[src/rtl/div_pkg.sv]
// Shared encodings for the iterative divider: operation select and FSM state.
// Also holds small decode helpers so the datapath reads in terms of intent.
package div_pkg;

    typedef enum logic [1:0] {
        OP_DIV  = 2'b00,
        OP_DIVU = 2'b01,
        OP_REM  = 2'b10,
        OP_REMU = 2'b11
    } div_op_e;

    typedef enum logic [1:0] {
        S_IDLE   = 2'b00,
        S_CALC   = 2'b01,
        S_FINISH = 2'b10
    } div_state_e;

    function automatic logic op_signed(input div_op_e op);
        return (op == OP_DIV) || (op == OP_REM);
    endfunction

    function automatic logic op_rem(input div_op_e op);
        return (op == OP_REM) || (op == OP_REMU);
    endfunction

endpackage

[src/rtl/div_unit.sv]
// Restoring radix-2 divider, fixed DATA_WIDTH+1 cycle latency from accepted start to DoneE.
// BusyE stalls the pipeline for the whole operation; StartE is ignored unless idle.
module div_unit
    import div_pkg::*;
#(
    parameter int DATA_WIDTH = 32
) (
    input  logic                  clk,
    input  logic                  rst_n,
    input  logic                  StartE,
    input  logic                  FlushE,
    input  logic [DATA_WIDTH-1:0] SrcAE,
    input  logic [DATA_WIDTH-1:0] SrcBE,
    input  logic [1:0]            DivOpE,
    output logic                  BusyE,
    output logic                  DoneE,
    output logic [DATA_WIDTH-1:0] DivOutE
);

    localparam int W  = DATA_WIDTH;
    localparam int CW = $clog2(DATA_WIDTH);

    div_state_e    r_state;
    div_op_e       r_op;
    logic [W-1:0]  r_a;
    logic [W-1:0]  r_q;
    logic [W-1:0]  r_rem;
    logic [W-1:0]  r_dvs;
    logic [CW-1:0] r_cnt;
    logic          r_neg_q;
    logic          r_neg_r;
    logic          r_div0;
    logic          r_busy;
    logic          r_done;
    logic [W-1:0]  r_out;

    div_op_e       w_op_in;
    logic          w_sgn_in;
    logic          w_a_neg;
    logic          w_b_neg;
    logic [W:0]    w_a_ext;
    logic [W:0]    w_b_ext;
    logic [W:0]    w_mag_a;
    logic [W:0]    w_mag_b;

    logic [W:0]    w_shift;
    logic [W:0]    w_diff;
    logic          w_ge;
    logic [W-1:0]  w_rem_nxt;
    logic [W-1:0]  w_q_nxt;
    logic [W-1:0]  w_q_res;
    logic [W-1:0]  w_r_res;
    logic [W-1:0]  w_result;
    logic          w_last;
    logic          w_unused;

    assign w_op_in  = div_op_e'(DivOpE);
    assign w_sgn_in = op_signed(w_op_in);
    assign w_a_neg  = w_sgn_in & SrcAE[W-1];
    assign w_b_neg  = w_sgn_in & SrcBE[W-1];
    assign w_a_ext  = {w_a_neg, SrcAE};
    assign w_b_ext  = {w_b_neg, SrcBE};
    assign w_mag_a  = w_a_neg ? (~w_a_ext + 1'b1) : w_a_ext;
    assign w_mag_b  = w_b_neg ? (~w_b_ext + 1'b1) : w_b_ext;

    // Magnitudes never exceed 2**W-1 (most negative value gives exactly 2**(W-1)),
    // so the extra sign bit of each magnitude is always zero and is dropped on capture.
    assign w_shift   = {r_rem, r_q[W-1]};
    assign w_ge      = (w_shift >= {1'b0, r_dvs});
    assign w_diff    = w_shift - {1'b0, r_dvs};
    assign w_rem_nxt = w_ge ? w_diff[W-1:0] : w_shift[W-1:0];
    assign w_q_nxt   = {r_q[W-2:0], w_ge};
    assign w_last    = (r_cnt == CW'(W-1));

    // MIN/-1 needs no special case: magnitude 2**(W-1) with a positive sign wraps back to MIN.
    assign w_q_res = r_neg_q ? (~w_q_nxt + 1'b1) : w_q_nxt;
    assign w_r_res = r_neg_r ? (~w_rem_nxt + 1'b1) : w_rem_nxt;

    always_comb begin
        w_result = '0;
        if (r_div0) begin
            w_result = op_rem(r_op) ? r_a : '1;
        end else begin
            w_result = op_rem(r_op) ? w_r_res : w_q_res;
        end
    end

    assign w_unused = &{1'b0, w_mag_a[W], w_mag_b[W], w_diff[W]};

    always_ff @(posedge clk) begin
        if (!rst_n) begin
            r_state <= S_IDLE;
            r_op    <= OP_DIV;
            r_a     <= '0;
            r_q     <= '0;
            r_rem   <= '0;
            r_dvs   <= '0;
            r_cnt   <= '0;
            r_neg_q <= 1'b0;
            r_neg_r <= 1'b0;
            r_div0  <= 1'b0;
            r_busy  <= 1'b0;
            r_done  <= 1'b0;
            r_out   <= '0;
        end else if (FlushE) begin
            r_state <= S_IDLE;
            r_cnt   <= '0;
            r_busy  <= 1'b0;
            r_done  <= 1'b0;
        end else begin
            case (r_state)
                S_IDLE: begin
                    r_done <= 1'b0;
                    if (StartE) begin
                        r_op    <= w_op_in;
                        r_a     <= SrcAE;
                        r_q     <= w_mag_a[W-1:0];
                        r_rem   <= '0;
                        r_dvs   <= w_mag_b[W-1:0];
                        r_cnt   <= '0;
                        r_neg_q <= w_a_neg ^ w_b_neg;
                        r_neg_r <= w_a_neg;
                        r_div0  <= (SrcBE == '0);
                        r_busy  <= 1'b1;
                        r_state <= S_CALC;
                    end
                end
                S_CALC: begin
                    r_q   <= w_q_nxt;
                    r_rem <= w_rem_nxt;
                    r_cnt <= r_cnt + 1'b1;
                    // The final step's result is corrected and registered on this edge
                    // so DivOutE is already valid during the FINISH cycle with DoneE.
                    if (w_last) begin
                        r_out   <= w_result;
                        r_done  <= 1'b1;
                        r_state <= S_FINISH;
                    end
                end
                S_FINISH: begin
                    r_done  <= 1'b0;
                    r_busy  <= 1'b0;
                    r_cnt   <= '0;
                    r_state <= S_IDLE;
                end
                default: begin
                    r_done  <= 1'b0;
                    r_busy  <= 1'b0;
                    r_state <= S_IDLE;
                end
            endcase
        end
    end

    assign BusyE   = r_busy;
    assign DoneE   = r_done;
    assign DivOutE = r_out;

endmodule

[config.mk]
export PLATFORM = sky130hd
export DESIGN_NAME = div_unit
export DESIGN_NICKNAME = d
export VERILOG_FILES = /design/src/rtl/div_pkg.sv /design/src/rtl/div_unit.sv
export SDC_FILE = /design/constraint.sdc
export NUM_CORES = 1
export LEC_CHECK = 0
export CORE_UTILIZATION = 45
export CTS_CLUSTER_DIAMETER = 200
export DETAILED_ROUTE_END_ITERATION = 10
export SKIP_LAST_GASP = 1
export SYNTH_ARGS = -nofsm -noshare
export SYNTH_HDL_FRONTEND = slang
export SYNTH_SLANG_ARGS = --single-unit
[constraint.sdc]
create_clock -name clk -period 5.1 [get_ports clk]
set_clock_uncertainty 0.15 [all_clocks]
set_input_delay 1.275 -clock clk [delete_from_list [all_inputs] [get_ports clk]]
set_output_delay 1.275 -clock clk [all_outputs]
set_load 0.05 [all_outputs]
Yosys cells after proc, flatten, opt, wreduce, memory -nomap -nowiden
Index checks and enable logic that the tools add are counted.

storage, ports and cells
  output and inout bits = 34
  bits in latches = 0
  bits in writable memories = 0
  word-level logic and storage cells = 72
  memory bits (read-only) = 0
  bits of input ports = 70
  bits in registers = 174
  memories kept = 0

operators by class
  equality and inequality tests = 8
  $add $sub $neg = 6
  order comparisons = 1
  muxes and demuxes = 19
  bitwise operators = 10
  div/mod/pow operators = 0
  reductions and logical operators = 15
  multiply operators = 0
  shifts and indexed selects = 0

operator list
  kind                   number
  $mux 32                10
  $add 32x1->32 const B  4
  $not 32->32            4
  $pmux 32 s2            2
  $ge 33x32->1           1
  $logic_not 32->1       1
  $sub 32x32->32         1
  $pmux 5 s3             1
  $reduce_and 3->1       3
  $eq 2x2->1 const B     4
  $reduce_and 2->1       3
  $add 5x1->5 const B    1
  $eq 5x5->1 const B     1
  $mux 5                 1
  $logic_not 2->1        2
  $mux 2                 2
  $ne 2x2->1 const B     2
  $pmux 2 s2             1
  $not 1->1              3
  $reduce_bool 3->1      1
  $reduce_or 3->1        1
  $and 1x1->1            2
  $eq 2x1->1 const B     1
  $logic_or 1x1->1       2
  5 further kinds        5

Depth between registers and ports, before layout
  depth after elaboration = 7
  depth in mapped cells = 21
  gate-level depth less buffers = 17

Least setup slack after synthesis
OpenSTA, ideal clock, no wires.

  kind = register -> register
  from = register r_dvs[3]
  to = register r_out[16] (netlist: DivOutE[16])
  buffers on the path = 3
  data required time = 4.833 ns
  clock period less this slack = 4.177 ns
  arrival = 3.910 ns
  path slack = 0.923 ns
  stages on the path, launching flop included = 20
  cells stage by stage = dfxtp_1 inv_1 ha_1 a21o_1 a21o_1 o211ai_1 a31oi_1 o21a_1 inv_2 buf_4 buf_2 clkbuf_1 nor2_1 a21oi_1 ha_1 nand3_1 nor4_1 and3_1 a31oi_1 a22o_1

on the way
  cells in the longest elaborated chain, start to end = 7
  elaborated cells on any way between the ends = 11

ends and longest elaborated chain
  what                                            RTL line                        RTL
  from (decl)                                     div_unit.sv:28                  logic [W-1:0] r_dvs;
  from (signal assigned)                          div_unit.sv:119                 r_dvs <= w_mag_b[W-1:0];
  $sub 32x32->32 or $ge 33x32->1 (tied branches)  div_unit.sv:70, div_unit.sv:69
  $mux 32                                         div_unit.sv:71                  assign w_rem_nxt = w_ge ? w_diff[W-1:0] : w_shift[W-1:0];
  $not 32->32                                     div_unit.sv:77                  assign w_r_res = r_neg_r ? (~w_rem_nxt + 1'b1) : w_rem_nxt;
  $add 32x1->32                                   div_unit.sv:77
  $mux 32                                         div_unit.sv:77
  $mux 32 (*)                                     div_unit.sv:84                  w_result = op_rem(r_op) ? w_r_res : w_q_res;
  $mux 32 (*)                                     div_unit.sv:81                  if (r_div0) begin
  to (signal assigned)                            div_unit.sv:135                 r_out <= w_result;
  to (decl)                                       div_unit.sv:35                  logic [W-1:0] r_out;

Mark *: on every way between the ends. The rest lies on a longest branch, timed or not.
A chain may end at the register's enable or synchronous reset.

Worst setup path in the final report
Same ends and word-level chain as after synthesis.

==> flow_summary.ini <==
[pwr]
ir_worst_vdd_mv = 0.215
comb_power_share_pct = 23.1
switchingPower_mw = 1.13
pwr-share-seq_pct = 40.4
power.density_nw_per_um2 = 250
internal_power_mw = 2.46
switching_share_pct = 31.4
power_frac_clock_pct = 36.5
power.leakage_nw = 5.54

[layout]
antenna_cells = 0
layout.nets = 1822
area.growth.synth_to_final_pct = 14.5
layout-drive-gt1-share_pct = 4.87

[clocking]
clock_path_buffers = 2
cts_hold_buf = 0
cts_resized = 0
clk_pin_slew_ns = 0.07
cts_made_buffers = 17
cts_tree = yes
clock-sinks = 173
cts-root-buf = clkbuf_16
post_cts_buffers = 0
insertion_delay_ns = 0.45
cts.htree.levels = 4

[floorplanning]
die-area_um2 = 28500
start_util_pct = 46.2
io_pins = 104
coreArea_um2 = 27200
die_h_um = 169
core.rowCount = 60
die_w_um = 169

[flow_run]
max-cap-violations = 0

[global_routing]
grt_pass1_wl_um = 64300
grt_start_max_net_pins = 90
grt_pass1_vias = 11278
antenna_found_initial = 1
grt_use_total_pct = 28.8
grt-ovfl-total = 0

[synthesis]
synthArstFlopShare_pct = 0
synth_area_per_cell_um2 = 7.48
synth_enable_flop_cells = 0
syn_nets = 1786
yosysTopAreaCell = dfxtp_1
synth.cell_area_um2 = 12500
synth_cell_type_count = 84
synthTopCellsByCount = nand2_1, dfxtp_1, nor2_1
yosysSeqAreaShare_pct = 27.6
ys_top_cells_by_area = dfxtp_1, nand2_1, o21ai_0
synth_top_area_share_pct = 27.6
synthCells = 1677
synth_most_common_cell = nand2_1
synth_warnings = 0
ys_ff_latch = 173
ys.flop_type = dfxtp_1

[hold_path]
hold_class = reg -> reg
hold_depth = 2

[setup_path]
r2r_cells = 16
r2r_slack_ns = 0.56
cp-end-kind = flip-flop
cp.required_ns = 5.28
cp-start-kind = flip-flop
cp_max_fo = 18
worstPathArrival_ns = 4.73
worstSetupPathType = reg -> reg

[sta]
relSlewSlack_pct = 24.8
worst_slew_pin_slew_ns = 1.13
period_share_pct = 89.1
timing.final.hold_violations = 0
rsz0062_at_grt = no
setup_viol = 0
layout_min_cycle_time_ns = 4.54
max_clock_freq_ghz = 0.220
slew_violations = 0
finalSetupTns_ns = 0
fin_ws_ns = 0.558

[drt]
num_vias = 12595
wl_per_cell_um = 19.5
drtIter0Drc = 1115
drt_wl_total_um = 40800
final_antenna_net_count = 0
viasPerCell = 6.01
drt_first_pass_iters = 5
drc = 0

[place]
pre_cts_ws_ns = 0.502
port_buffers = 103
routabilityCongestion = 0.964
dpl.hpwl_um = 31100

[run_status]
status = complete, no violations
sequential cells by signal, indices dropped and copies added, names as in the netlist, 2 cells and up:
register  cells
DivOutE      32
r_a          32
r_cnt         5
r_dvs        32
r_q          32
r_rem        32
r_state       2
through the flow:
| step | power [mW] | utilization (%) | cell area, µm² | hold WS (ns) | std cells |
|---|---|---|---|---|---|
| finish | 3.59 | 52.8 | 14400 | 0.307 | 2096 |
| global route | 3.75 | 52.8 | 14400 | 0.328 | 2096 |
| CTS | 3.60 | 52.8 | 14400 | 0.310 | 2096 |
| detailed placement | 2.29 | 50.8 | 13800 | 0.296 | 2066 |
| global placement | 2.29 | 50.8 | 13800 | 0.289 | 2066 |
| floorplan | 2.03 | - | 12500 | 0.289 | 1677 |
logic make-up (layout without fill, tap and decap cells):
group	after synthesis	in the layout	synth area share (%)
xor gates and xnor gates	119	119	8.31
and+or+nand+nor	613	613	23.2
buffers and inverters	173	220	5.41
DFF	173	173	27.6
adders and majority gates	39	39	3.95
AOI/OAI and AO/OA	526	526	28.8
muxes	34	34	2.80
path summary, 6_finish.rpt:
check,startpoint,end
min reg2reg,DivOutE[7],DivOutE[7]
max reg2reg,r_dvs[3],DivOutE[16]
max,r_dvs[3],DivOutE[16]
min,DivOutE[7],DivOutE[7]
layout make-up:
cell class | count | area [µm²]
fill | 2686 | 12800
sequential | 173 | 3460
tap | 372 | 465
timing repair buffer | 129 | 1220
clock buffer | 23 | 468
clock inverter | 7 | 88.8
inverter | 61 | 229
multi-input combinational | 1331 | 8430
critical path, stage by stage (launching register included):
cell,delay [ns]
dfxtp_1,0.34
inv_1,0.05
ha_1,0.35
a21o_1,0.24
a21o_1,0.22
o211ai_1,0.33
a31oi_1,0.18
o21a_2,0.30
inv_2,0.30
nor2_1,0.08
a21oi_1,0.21
ha_1,0.22
nand3_1,0.28
nor4_1,0.63
and3_1,0.25
a31oi_1,0.08
a22o_1,0.21
routing by layer:
| metal | track usage (%) | vias up | wire, µm |
|---|---|---|---|
| li1 | - | 6128 | - |
| met3 | 3.93 | 53 | 2320 |
| met1 | 41.0 | 6005 | 19500 |
| met4 | 8.46 | 0 | 816 |
| met5 | 0 | - | 0 |
| met2 | 44.8 | 409 | 18200 |
power groups by stage:
stage	Clock (mW)	Combinational, mW	Sequential [mW]
after floorplan	0	0.567	1.46
after CTS	1.33	0.819	1.45
final	1.31	0.831	1.45
after global routing	1.38	0.912	1.46
after global placement	0	0.814	1.48
after detailed placement	0	0.815	1.48
cells in the final DEF, fill, tap and decap left out, drive strengths merged, types with 43 or more instances in the layout:
cell type and n:
a21boi 43, clkdlybuf4s50 102, nor2 131, inv 61, xnor2 56, a21oi 110, dfxtp 173, nand2 242
o21ai 124, xor2 63
(Power assumes the default switching activity.)
